`src/rtl/otp_pkg.sv`:
```
// Shared definitions for the OTP UART delivery path.
//   - ASCII constants used to render the code on a terminal
//   - NUM_CHARS  : characters per frame (4 hex digits + CR + LF)
//   - otp_state_e: frame-level FSM states of otp_uart_tx
//   - nibble_to_ascii: maps one hex nibble to its uppercase ASCII digit
package otp_pkg;

    localparam logic [7:0] ASCII_CR         = 8'h0D;
    localparam logic [7:0] ASCII_LF         = 8'h0A;
    localparam logic [7:0] ASCII_0          = 8'h30;
    localparam logic [7:0] ASCII_A_MINUS_10 = 8'h37;

    localparam int NUM_CHARS = 6;

    typedef enum logic [2:0] {
        IDLE,
        LOAD,
        SEND_CHAR,
        NEXT,
        FINISH
    } otp_state_e;

    function automatic logic [7:0] nibble_to_ascii(input logic [3:0] nib);
        if (nib < 4'd10) begin
            return ASCII_0 + {4'h0, nib};
        end
        return ASCII_A_MINUS_10 + {4'h0, nib};
    endfunction

endpackage

```
`src/rtl/uart_tx_byte.sv`:
```
// Single-byte 8N1 UART transmitter.
//   clk       : system clock
//   reset     : asynchronous, active-low reset
//   start     : begin a byte; honoured when idle or on the final stop-bit cycle
//   abort     : synchronous return to idle with the line high
//   data[7:0] : byte to send; read live at each bit boundary, so the caller
//               must hold it stable for the whole byte
//   tx        : registered serial line, idle high
//   byte_done : high on the final cycle of the stop bit
//   busy      : high while a byte is on the line
module uart_tx_byte #(
    parameter int CLKS_PER_BIT = 868
) (
    input  logic       clk,
    input  logic       reset,
    input  logic       start,
    input  logic       abort,
    input  logic [7:0] data,
    output logic       tx,
    output logic       byte_done,
    output logic       busy
);

    localparam int                BAUD_W   = $clog2(CLKS_PER_BIT);
    localparam logic [BAUD_W-1:0] BAUD_MAX = BAUD_W'(CLKS_PER_BIT - 1);

    typedef enum logic [1:0] {
        B_IDLE,
        B_START,
        B_DATA,
        B_STOP
    } byte_state_e;

    byte_state_e       state_q, state_d;
    logic [BAUD_W-1:0] baud_q, baud_d;
    logic [3:0]        bit_q, bit_d;      // 0 = start, 1..8 = data, 9 = stop
    logic              tx_q, tx_d;
    logic              baud_wrap;

    assign baud_wrap = (baud_q == BAUD_MAX);

    always_comb begin
        state_d   = state_q;
        baud_d    = baud_q;
        bit_d     = bit_q;
        tx_d      = tx_q;
        byte_done = 1'b0;

        case (state_q)
            B_IDLE: begin
                tx_d = 1'b1;
                if (start) begin
                    state_d = B_START;
                    baud_d  = '0;
                    bit_d   = 4'd0;
                    tx_d    = 1'b0;
                end
            end
            B_START: begin
                baud_d = baud_wrap ? '0 : baud_q + BAUD_W'(1);
                if (baud_wrap) begin
                    state_d = B_DATA;
                    bit_d   = 4'd1;
                    tx_d    = data[0];
                end
            end
            B_DATA: begin
                baud_d = baud_wrap ? '0 : baud_q + BAUD_W'(1);
                if (baud_wrap) begin
                    bit_d = bit_q + 4'd1;
                    if (bit_q == 4'd8) begin
                        state_d = B_STOP;
                        tx_d    = 1'b1;
                    end else begin
                        // bit_q = k is sending data[k-1]; next is data[k]
                        tx_d = data[bit_q[2:0]];
                    end
                end
            end
            B_STOP: begin
                baud_d = baud_wrap ? '0 : baud_q + BAUD_W'(1);
                if (baud_wrap) begin
                    byte_done = 1'b1;
                    bit_d     = 4'd0;
                    // A start on the last stop cycle chains the next byte
                    // with no idle time on the line.
                    if (start) begin
                        state_d = B_START;
                        tx_d    = 1'b0;
                    end else begin
                        state_d = B_IDLE;
                        tx_d    = 1'b1;
                    end
                end
            end
            default: begin
                state_d = B_IDLE;
                tx_d    = 1'b1;
            end
        endcase

        if (abort) begin
            state_d   = B_IDLE;
            baud_d    = '0;
            bit_d     = 4'd0;
            tx_d      = 1'b1;
            byte_done = 1'b0;
        end
    end

    always_ff @(posedge clk or negedge reset) begin
        if (!reset) begin
            state_q <= B_IDLE;
            baud_q  <= '0;
            bit_q   <= 4'd0;
            tx_q    <= 1'b1;
        end else begin
            state_q <= state_d;
            baud_q  <= baud_d;
            bit_q   <= bit_d;
            tx_q    <= tx_d;
        end
    end

    assign tx   = tx_q;
    assign busy = (state_q != B_IDLE);

endmodule

```
`src/rtl/otp_uart_tx.sv`:
```
// Sends the current 16-bit OTP to a terminal as "HHHH\r\n" over 8N1 UART.
//   clk   : system clock
//   reset : asynchronous, active-low reset
//   otp   : OTP value, captured into a shadow register when a send is accepted
//   send  : request strobe, accepted only while busy is low
//   tx    : serial line, idle high
//   busy  : high from the cycle after acceptance until the frame completes
//   done  : one-cycle pulse after the final stop bit
module otp_uart_tx #(
    parameter int CLKS_PER_BIT = 868,
    parameter int NUM_CHARS    = 6
) (
    input  logic        clk,
    input  logic        reset,
    input  logic [15:0] otp,
    input  logic        send,
    output logic        tx,
    output logic        busy,
    output logic        done
);

    import otp_pkg::*;

    localparam logic [2:0] LAST_IDX = 3'(NUM_CHARS - 1);

    otp_state_e  state_q, state_d;
    logic [15:0] shadow_q, shadow_d;
    logic [2:0]  char_idx_q, char_idx_d;
    logic        busy_q, busy_d;
    logic        done_q, done_d;

    logic        accept;
    logic        byte_start;
    logic        byte_abort;
    logic        byte_done;
    logic        byte_busy;
    logic [7:0]  char_byte;

    // busy_q is low in IDLE and FINISH, so a send in the done cycle is taken.
    assign accept = send && !busy_q;

    // Character for the current index, settled before each byte starts so
    // chaining to the next character costs no line time.
    always_comb begin
        char_byte = 8'h00;
        case (char_idx_q)
            3'd0:    char_byte = nibble_to_ascii(shadow_q[15:12]);
            3'd1:    char_byte = nibble_to_ascii(shadow_q[11:8]);
            3'd2:    char_byte = nibble_to_ascii(shadow_q[7:4]);
            3'd3:    char_byte = nibble_to_ascii(shadow_q[3:0]);
            3'd4:    char_byte = ASCII_CR;
            3'd5:    char_byte = ASCII_LF;
            default: char_byte = 8'h00;
        endcase
    end

    always_comb begin
        state_d    = state_q;
        shadow_d   = shadow_q;
        char_idx_d = char_idx_q;
        byte_start = 1'b0;
        byte_abort = 1'b0;

        case (state_q)
            IDLE, FINISH: begin
                state_d = IDLE;
                if (accept) begin
                    // Start bit goes out on the very next cycle.
                    state_d    = LOAD;
                    shadow_d   = otp;
                    char_idx_d = 3'd0;
                    byte_start = 1'b1;
                end
            end
            LOAD: begin
                state_d = SEND_CHAR;
            end
            SEND_CHAR: begin
                if (!byte_busy) begin
                    // Byte engine lost its frame; do not wait forever.
                    state_d    = IDLE;
                    byte_abort = 1'b1;
                end else if (byte_done) begin
                    if (char_idx_q < LAST_IDX) begin
                        // Next start bit is issued on the final stop cycle;
                        // NEXT is the first cycle of that start bit.
                        state_d    = NEXT;
                        char_idx_d = char_idx_q + 3'd1;
                        byte_start = 1'b1;
                    end else begin
                        state_d = FINISH;
                    end
                end
            end
            NEXT: begin
                state_d = SEND_CHAR;
            end
            default: begin
                state_d    = IDLE;
                byte_abort = 1'b1;
            end
        endcase

        // Indices past the last character cannot occur in normal operation;
        // drop the frame and park the line high if one ever appears.
        if ((state_q == LOAD || state_q == SEND_CHAR || state_q == NEXT) &&
            (char_idx_q > LAST_IDX)) begin
            state_d    = IDLE;
            char_idx_d = 3'd0;
            byte_start = 1'b0;
            byte_abort = 1'b1;
        end

        busy_d = (state_d == LOAD) || (state_d == SEND_CHAR) || (state_d == NEXT);
        done_d = (state_d == FINISH);
    end

    always_ff @(posedge clk or negedge reset) begin
        if (!reset) begin
            state_q    <= IDLE;
            shadow_q   <= 16'h0000;
            char_idx_q <= 3'd0;
            busy_q     <= 1'b0;
            done_q     <= 1'b0;
        end else begin
            state_q    <= state_d;
            shadow_q   <= shadow_d;
            char_idx_q <= char_idx_d;
            busy_q     <= busy_d;
            done_q     <= done_d;
        end
    end

    uart_tx_byte #(
        .CLKS_PER_BIT(CLKS_PER_BIT)
    ) u_byte (
        .clk       (clk),
        .reset     (reset),
        .start     (byte_start),
        .abort     (byte_abort),
        .data      (char_byte),
        .tx        (tx),
        .byte_done (byte_done),
        .busy      (byte_busy)
    );

    assign busy = busy_q;
    assign done = done_q;

endmodule
```
`config.mk`:
```
export PLATFORM = sky130hd
export DESIGN_NAME = otp_uart_tx
export DESIGN_NICKNAME = d
export VERILOG_FILES = /design/src/rtl/otp_pkg.sv /design/src/rtl/uart_tx_byte.sv /design/src/rtl/otp_uart_tx.sv
export SDC_FILE = /design/constraint.sdc
export NUM_CORES = 1
export LEC_CHECK = 0
export ABC_AREA = 0
export CAP_MARGIN = 20
export CORE_ASPECT_RATIO = 0.9
export CORE_MARGIN = 2
export CORE_UTILIZATION = 50
export CTS_CLUSTER_DIAMETER = 120
export DETAILED_ROUTE_END_ITERATION = 6
export PLACE_DENSITY = 0.81
export SLEW_MARGIN = 20
export SYNTH_ARGS = -nofsm -noshare
export SYNTH_HDL_FRONTEND = slang
export SYNTH_HIERARCHICAL = 1
export SYNTH_SLANG_ARGS = --single-unit
```
`constraint.sdc`:
```
create_clock -name clk -period 3 [get_ports clk]
set_input_delay 0.3 -clock clk [delete_from_list [all_inputs] [get_ports clk]]
set_output_delay 0.3 -clock clk [all_outputs]
set_load 0.1 [all_outputs]
```
==> out/qor.yml, run 1 <==
status: "complete, no violations"
synth_edf_count: 0
synthFlopType: "dfrtp_1"
final_cell_mix: "53 x nand2_1, 38 x dfrtp_1, 24 x o21ai_0"
htree_levels: 2
via_count: 2393
wl_per_cell_um: 15.2
syn_area_mm2: 0.00275
maxSlewHeadroom_pct: 35.7
worstPathArrival_ps: 3090
yosys.area.top_type: "dfrtp_1"
synth.yosys.warnings: 6
ir_worst_vdd_mv: 0.254
crit_path_end_kind: "register"
dp_slack_ps: 10.3
grt-ovfl-total: 0
dp_cells: 409
hold_class: "primary input to asynchronous set/reset pin"
fin_total_pwr_uw: 1020
fin_crit_sh_pct: 95.1
ios: 22
clock.fmax_ghz: 0.350
cts-root-buf: "clkbuf_8"
syn_area_per_cell_um2: 8.72
cts_buffers: 5
place_congestion: 0.911
synth_cells: 315
grt_pass1_vias: 2369
r2r_start: "char_idx_q[1]"
clock_latency_ps: 300
viasPerCell: 5.74
path_clk_slew_ps: 80
timing.final.ws_setup_ps: 147
start_util_pct: 52.0
critPathMaxStageDelay_ps: 470
path_common_cell: "nor2_1"
startpoint: "char_idx_q[1]"
yosys_register_bits: 41
grt_util_all_layers_pct: 22.7
area_growth_pct: 18.8
slew_viol_final: 0
ys_types: 62
setup-violations-final: 0
layout_commonest_cell: "nand2_1"
nets: 385
grt_pass1_wl_um: 10700
rows: 25
cp_slowest_cell: "dfrtp_2"
synth_area_leaders: "dfrtp_1 36%, ha_1 7.7%, nand2_1 7.5%, o21ai_0 4.4%, inv_1 3.1%"
yosysSeqAreaShare_pct: 37.4
drc_errors: 0
critPathKind: "register to register"
power_per_cell_area_mw_per_mm2: 312
period_minus_slack_ps: 2850
start_kind: "register"
final_util_pct: 61.7
core-area_mm2: 0.00529
cts.sinks: 41
n_fill_cell: 441
antennaDiodeCount: 0
first_pass_iters: 4
max_cap_viol_count: 0
routed_wl_um: 6340
hpwl_um: 4640
die_width_um: 82.1
die_h_um: 74.3
drive_gt1_share_pct: 15.7
synthArstFlopShare_pct: 100
syn_nets: 351
tightest_slew_ps: 962
clock_skew_ps: 7.71
critPathRequiredTime_ps: 3240
power.leakage_uw: 0.00139
antenna_found_initial: 0
cts_buffer_depth: 2
hold_viol: 0
regArea_mm2: 0.00103
drt_iter0_markers: 174
dieArea_mm2: 0.00610
critical_path.cell_chain: "inv_2 > ha_4 > nor2_1 > nor3_1 > nor2_1 > nand2b_4 > nor4_4 > and4_4 > nand2_2 > nand2_4 > nor3b_1 > or4_4 > a2111oi_4 > a211o_1"
cts_tree: "yes"
drtAntennaViolNets: 0
synth_top_area_share_pct: 36.4
io_buffers: 21
multiInputGateArea_mm2: 0.00168
final_cells: 417
grt_max_degree: 42
cp_max_fo: 7
==> metrics by stage <==
| stage | hold slack, ps | setup TNS, ps | cell area (um^2) |
|---|---|---|---|
| 3_3_place_gp | 493 | 0 | 3120 |
| 6_report | 127 | 0 | 3260 |
| 3_5_place_dp | 501 | 0 | 3120 |
| 5_1_grt | 228 | -6.42 | 3260 |
| 2_1_floorplan | 4.41 | 0 | 2770 |
| 4_1_cts | 172 | 0 | 3210 |
==> layer usage <==
| layer | GRT usage, % | vias to the layer above | wire, um |
|---|---|---|---|
| li1 | - | 1190 | - |
| met4 | 9.26 | 0 | 112 |
| met3 | 4.37 | 13 | 175 |
| met5 | 0 | - | 0 |
| met1 | 30.5 | 1149 | 3000 |
| met2 | 36.2 | 41 | 3050 |
==> cell usage after synthesis (5+ instances only) <==
cell type and count:
inv_1 23, nor3_1 8, dfrtp_1 40, xnor2_1 9, nor2b_1 5, o21ai_1 5
o21ai_0 24, a21oi_1 15, nand3_1 10, nor2_1 20, nand2_1 55, ha_1 17
nand2b_1 5
==> path summary, 6_finish.rpt <==
kind                                    end  slack (ps)  cells after the start
min                        u_byte/baud_q[1]         130                      1
max                         u_byte/bit_q[3]         150                     14
max reg2reg                 u_byte/bit_q[3]         150                     14
max in group asynchronous     char_idx_q[0]        2240                      1
min reg2reg                      state_q[1]         550                      1
min in group clk                shadow_q[6]         520                      3
==> state kept, by name (all words and copies together), names as in the netlist <==
register	flops
u_byte/state_q	2
u_byte/tx	1
u_byte/baud_q	10
done	1
busy	1
state_q	3
u_byte/bit_q	4
shadow_q	16
char_idx_q	3
==> critical path, delay by kind of cell (launching register included) <==
| kind | cells | cell delay [ps] |
|---|---|---|
| AOI/OAI and AO/OA | 2 | 440 |
| adders and majority gates | 1 | 130 |
| buffers and inverters | 1 | 110 |
| DFF | 1 | 470 |
| and+or+nand+nor | 10 | 1640 |
==> report_power, final <==
| part | switching [uW] | internal (uW) |
|---|---|---|
| Combinational | 37.4 | 39.8 |
| Clock | 200 | 161 |
| Sequential | 16.5 | 565 |
| Total | 254 | 765 |
==> layout make-up <==
| cell class | instances | area share, % |
|---|---|---|
| Sequential cell | 41 | 31.6 |
| Inverter | 24 | 2.76 |
| Clock buffer | 5 | 2.11 |
| Clock inverter | 3 | 0.537 |
| Multi-Input combinational cell | 243 | 51.3 |
| Timing Repair Buffer | 34 | 9.13 |
| Tap cell | 67 | 2.57 |
==> cell families (layout without fill, tap and decap cells) <==
family | Yosys count | in the layout | synth area share (%)
AOI/OAI and AO/OA | 81 | 81 | 20.4
xor gates and xnor gates | 9 | 9 | 2.87
adders and majority gates | 17 | 17 | 7.74
buffers and inverters | 31 | 66 | 4.37
DFF | 41 | 41 | 37.4
muxes | 6 | 6 | 3.33
other | 1 | 1 | 0.137
and+or+nand+nor | 129 | 129 | 23.7
==> repair_timing <==
item / CTS / global route
pin swaps: 1 / 4
setup buffers: 0 / 0
gates resized for setup: 1 / 14
hold buffers: 0 / 0
setup endpoints to repair: 2 / 10
Note: power is estimated with default switching activity, not from simulation.
==> run 2: changes to the inputs <==
CTS_CLUSTER_DIAMETER = not set   (was 120)
GPL_ROUTABILITY_DRIVEN = 1   (was not set)
==> results of run 2 <==
Same layout as run 1: the final DEF is identical, and so are final timing and power.
==> run 3: changes to the inputs <==
GPL_TIMING_DRIVEN = 1   (was not set)
==> results of run 3 <==
Same layout as run 1: the final DEF is identical, and so are final timing and power.
==> variant 1 (settings of run 1) <==
`CLKS_PER_BIT` is set to 868 in 2 places; all go to 434.
--- a/src/rtl/uart_tx_byte.sv
+++ b/src/rtl/uart_tx_byte.sv
@@ -11,3 +11,3 @@
 module uart_tx_byte #(
-    parameter int CLKS_PER_BIT = 868
+    parameter int CLKS_PER_BIT = 434
 ) (
--- a/src/rtl/otp_uart_tx.sv
+++ b/src/rtl/otp_uart_tx.sv
@@ -9,3 +9,3 @@
 module otp_uart_tx #(
-    parameter int CLKS_PER_BIT = 868,
+    parameter int CLKS_PER_BIT = 434,
     parameter int NUM_CHARS    = 6
Check against the original RTL: same outputs for any inputs over 10 cycles, from zero or initial values and one cycle with reset low; that may be too few to reach the edited logic, so the function may still have changed.
==> variant 1 against run 1 <==
Final area down 4.5%. Synthesized area down 2.8%. Sequential cell count down 1. Core utilization down 1.7 points. Routed wire length down 9.1%. Critical path depth up 2. Global-route usage down 0.70 points. Worst setup slack better by 45 ps. Non-clock buffer count down 4.
Power is not compared: it rests on default switching activity, and its combinational part moved more than twofold at a synthesized area within 25%.
==> variant 1: results (changes against run 1) <==
* Status: finished clean (unchanged)
* Area after DPL at 2970 um^2 (was 3120 um^2)
* Worst reg2reg startpoint: u_byte/state_q[0]$_DFFE_PN0P_ (was char_idx_q[1]$_DFFE_PN0P_)
* Routed len/inst at 14.3 um (was 15.2 um)
* Reg clk slew, reported paths at 80 ps (about the same)
* DRT iter0 DRCs at 154 (was 174)
* Synth cell count leaders: nand2_1, dfrtp_1, o21ai_0, inv_1, nor2_1 (unchanged)
* Register area share after synthesis at 0.376 (was 0.374)
* Worst setup endpoint: u_byte/bit_q[3]$_DFFE_PN0P_ (unchanged)
* Top sig layer: met4 (unchanged)
* Synth Net Count at 342 (was 351)
* DR WL met3 at 191 um (was 175 um)
* Pin count of the biggest net entering global routing at 41 (was 42)
* Synth Flop Type: dfrtp_1 (unchanged)
* Slowest stage delay, CP at 360 ps (was 470 ps)
* M3 GR Usage at 0.0405 (was 0.0437)
* Met1 usage at 0.301 (was 0.305)
* GPL Wtd Cong at 0.959 (was 0.911)
* Gr usage total at 0.220 (was 0.227)
* Top Registers: shadow_q x16, u_byte/baud_q x9, u_byte/bit_q x4 (was shadow_q x16, u_byte/baud_q x10, u_byte/bit_q x4)
* Number of global-route vias before repair at 2188 (was 2369)
* Worst Tran Pin Value at 958 ps (was 962 ps)
* WL final at 5760 um (was 6340 um)
* Initial antenna violation count at 0 (unchanged)
* Cell variety after synth at 59 (was 62)
* Post-Route M1 WL at 2690 um (was 3000 um)
* Fraction of layout cells with a size suffix above 1 at 0.119 (was 0.157)
* Largest fanout on the critical path at 13 (was 7)
* Net Sw Frac at 0.441
* WL met2 at 2770 um (was 3050 um)
* Crit path max-delay family: simple AND/OR/NAND/NOR gates (unchanged)
* CTS buffer count at 5 (unchanged)
* Ant diodes at 0 (unchanged)
* Comb power at 1.45 mW
* First-pass GRT wire length at 10100 um (was 10700 um)
* Clk buf depth at 2 (unchanged)
* Synth area leaders: dfrtp_1, ha_1, nand2_1, o21ai_0, inv_1 (unchanged)
* Worst EP arrival at 3030 ps (was 3090 ps)
* Design Power at 2.85 mW
* DR vias at 2282 (was 2393)
* Placed Instances at 392 (was 409)
* Slowest CP cell: dfrtp_1 (was dfrtp_2)
* Reg2Reg Depth at 16 (was 14)
* Pleak at 1.34 nW
* Clock Skew at 9.63 ps (was 7.71 ps)
* Post-route setup slack at 191 ps (was 147 ps)
* DP Wirelength at 4260 um (was 4640 um)
* Pre-CTS setup slack at 166 ps (was 10.3 ps)
* Number of port buffers at 21 (unchanged)
* Avg Synthesized Cell Area at 8.75 um^2 (was 8.72 um^2)
* Met2 GRT Util at 0.351 (was 0.362)
* Clk_lat worst skew at 300 ps (about the same)
* Final nets at 371 (was 385)
variant 1: cell types whose count changed after synthesis, moves of 3 or more:
cell     delta
nand3_1     -4
inv_1       -3
nor2b_1     +3
o21ai_1     -3
a21oi_1     -6
nand4_1     +3
o21ai_0    +10
variant 1: worst min path at each step:
| stage | slack, ps | cells after the start | endpoint |
|---|---|---|---|
| 2_1_floorplan | 4 | 0 | busy$_DFF_PN0_ |
| 3_3_place_gp | 480 | 1 | u_byte/bit_q[2]$_DFFE_PN0P_ |
| 3_5_place_dp | 490 | 1 | u_byte/bit_q[1]$_DFFE_PN0P_ |
| 4_1_cts | 170 | 1 | shadow_q[9]$_DFFE_PN0N_ |
| 5_1_grt | 210 | 1 | u_byte/baud_q[6]$_DFFE_PN0N_ |
| 6_report | 130 | 1 | shadow_q[9]$_DFFE_PN0N_ |
variant 1: final cells by class:
cell class / instances / area (um^2)
Fill cell: 478 / 2080
Multi-Input combinational cell: 236 / 1560
Sequential cell: 40 / 1000
Timing Repair Buffer: 30 / 268
Clock buffer: 7 / 96.3
Tap cell: 67 / 83.8
Inverter: 21 / 78.8
Clock inverter: 1 / 30.0
variant 1: logic make-up (layout without fill, tap and decap cells):
family	Yosys count	count (layout)	synth area share
AO/OA/AOI/OAI	81	81	0.201
XOR/XNOR	9	9	0.0295
adder cells (fa/ha/maj)	18	18	0.0844
buffers and inverters	29	59	0.0436
flip-flops	40	40	0.376
multiplexers	4	4	0.0263
other	1	1	0.00141
AND/OR/NAND/NOR	123	123	0.238
variant 1: what timing repair did:
item	in CTS	in global routing
hold buffers	0	0
resized for setup	0	3
endpoints found under the setup margin	0	11
buffers inserted	0	2
hold endpoints to repair	0	0
==> variant 2 (flow settings as in run 1) <==
Made on the original files. Register the inputs `otp` and `send` before use, without a reset. The logic sees them one clock later. Comments in the files are not updated.
--- a/src/rtl/otp_uart_tx.sv
+++ b/src/rtl/otp_uart_tx.sv
@@ -25,2 +25,10 @@
 
+    logic [15:0] otp_q;
+    logic send_q;
+
+    always_ff @(posedge clk) begin
+        otp_q  <= otp;
+        send_q <= send;
+    end
+
     otp_state_e  state_q, state_d;
@@ -39,3 +47,3 @@
     // busy_q is low in IDLE and FINISH, so a send in the done cycle is taken.
-    assign accept = send && !busy_q;
+    assign accept = send_q && !busy_q;
 
@@ -69,3 +77,3 @@
                     state_d    = LOAD;
-                    shadow_d   = otp;
+                    shadow_d   = otp_q;
                     char_idx_d = 3'd0;
Check against the original RTL: not equivalent (a bounded check fails within 4 cycles, from zero or initial values and one cycle with reset low).
==> variant 2 against run 1 <==
Synthesized area increased by 11%. Core utilization decreased by 1.6 points. Synthesized cell count increased by 2.5%. Final area increased by 11%. Worst setup slack better by 24 ps. Worst hold slack got worse by 36 ps. Sequential cell count grew 17. Routed wire length about the same. Highest routed layer unchanged.
Power is left out: it rests on default switching activity, and per cell area and clock period it moved more than threefold.
==> variant 2: results (changes against run 1) <==
* Status: finished clean (unchanged)
* Vias/cell at 5.81 (was 5.74)
* Crit path max-delay family: simple AND/OR/NAND/NOR gates (unchanged)
* Slowest CP cell: nor3b_4 (was dfrtp_2)
* Area after DPL at 3350 um^2 (was 3120 um^2)
* Worst setup endpoint: u_byte/bit_q[3]$_DFFE_PN0P_ (unchanged)
* Number of port buffers at 21 (unchanged)
* Initial antenna violation count at 0 (unchanged)
* Yosys warns at 6 (unchanged)
* Synth cell count leaders: nand2_1, dfrtp_1, inv_1, o21ai_0 (was nand2_1, dfrtp_1, o21ai_0, inv_1, nor2_1)
* Final nets at 392 (was 385)
* Worst hold path class: input port to async pin (unchanged)
* CTS Root Cell: clkbuf_8 (unchanged)
* Post-CTS Setup Inserts at 0 (unchanged)
* Post-synth ARST share at 0.707 (was 1.00)
* Pin count of the biggest net entering global routing at 42 (unchanged)
* M3 GR Usage at 0.0431 (was 0.0437)
* Slew margin rel. at 0.393 (was 0.357)
* DRT iter0 DRCs at 204 (was 174)
* Gr usage total at 0.206 (was 0.227)
* First-pass GRT wire length at 10900 um (was 10700 um)
* Met1 usage at 0.264 (was 0.305)
* Largest fanout on the critical path at 8 (was 7)
* Number of global-route vias before repair at 2445 (was 2369)
* Slowest stage delay, CP at 430 ps (was 470 ps)
* Clk buf depth at 2 (unchanged)
* Fraction of layout cells with a size suffix above 1 at 0.122 (was 0.157)
* Top Registers: otp_q x16, shadow_q x16, u_byte/baud_q x10 (was shadow_q x16, u_byte/baud_q x10, u_byte/bit_q x4)
* H-Tree Depth at 3 (was 2)
* CTS buffer count at 9 (was 5)
* Clk_lat worst skew at 340 ps (was 300 ps)
* Post-route setup slack at 171 ps (was 147 ps)
* GPL Wtd Cong at 0.885 (was 0.911)
* Critical path origin: u_byte/state_q[0]$_DFFE_PN0P_ (was char_idx_q[1]$_DFFE_PN0P_)
* Register area share after synthesis at 0.447 (was 0.374)
* DP Wirelength at 4340 um (was 4640 um)
* Met2 GRT Util at 0.338 (was 0.362)
* Synth Net Count at 359 (was 351)
* Reg2Reg Depth at 15 (was 14)
* WL final at 6340 um (about the same)
* Ant diodes at 0 (unchanged)
* DRT Pass-1 Iters at 6 (was 4)
* Clock Skew at 9.34 ps (was 7.71 ps)
* Cell variety after synth at 61 (was 62)
* Pre-CTS setup slack at 151 ps (was 10.3 ps)
* CTS resizes at 0 (was 1)
* Worst EP arrival at 3040 ps (was 3090 ps)
* Synth area leaders: dfrtp_1, dfxtp_1, ha_1, nand2_1, inv_1 (was dfrtp_1, ha_1, nand2_1, o21ai_0, inv_1)
* Reg clk slew, reported paths at 70 ps
==> variant 2: cell count changes in the layout (fill, tap and decap cells not counted), sizes merged, moves of 3 or more <==
cell	before	now
nor2	20	15
a21o	0	4
nand3b	3	0
nor3	9	12
a21oi	15	10
a211oi	3	0
nand4	2	6
inv	23	26
buf	16	11
clkbuf	5	10
and3	1	4
dfxtp	0	17
o221ai	0	3
==> variant 2: stage by stage <==
step                      hold slack [ps]  cells
after detailed placement              405    416
final                                91.0    433
after CTS                             123    432
after global placement                400    416
after global routing                  158    433
after floorplan                      4.41    323
==> variant 2: cells by family after synthesis <==
group | after synthesis | share of synthesized area
AOI/OAI and AO/OA | 74 | 0.166
xor gates and xnor gates | 9 | 0.0258
adders and majority gates | 17 | 0.0696
buffers and inverters | 32 | 0.0454
DFF | 58 | 0.447
muxes | 6 | 0.0278
other | 1 | 0.00123
and+or+nand+nor | 126 | 0.217
==> variant 2: area by class of cell <==
type	count	area [um^2]
Clock inverter	6	95.1
Sequential cell	58	1370
Inverter	25	93.8
Fill cell	527	2390
Timing Repair Buffer	28	250
Tap cell	72	90.1
Multi-Input combinational cell	234	1570
Clock buffer	10	149
==> variant 2: worst register-to-register path: stages (launching register included) <==
cell and delay, ps:
dfrtp_1 420, inv_1 130, ha_2 240, inv_1 80, nor2_1 90, nor3_1 50
nor2_1 130, inv_1 100, and3_1 200, nand2b_4 90, nor3_4 40, nand2_1 110
nand2_1 170, nor3b_4 430, nor4_1 110, a221o_1 310
==> variant 2: per-layer routing <==
layer  share of wire  up-vias  wire length (um)
met1            0.45     1180              2850
met2            0.48      107              3020
met5               0        -                 0
li1                -     1216                 -
met3           0.053       13               338
met4           0.020        0               124
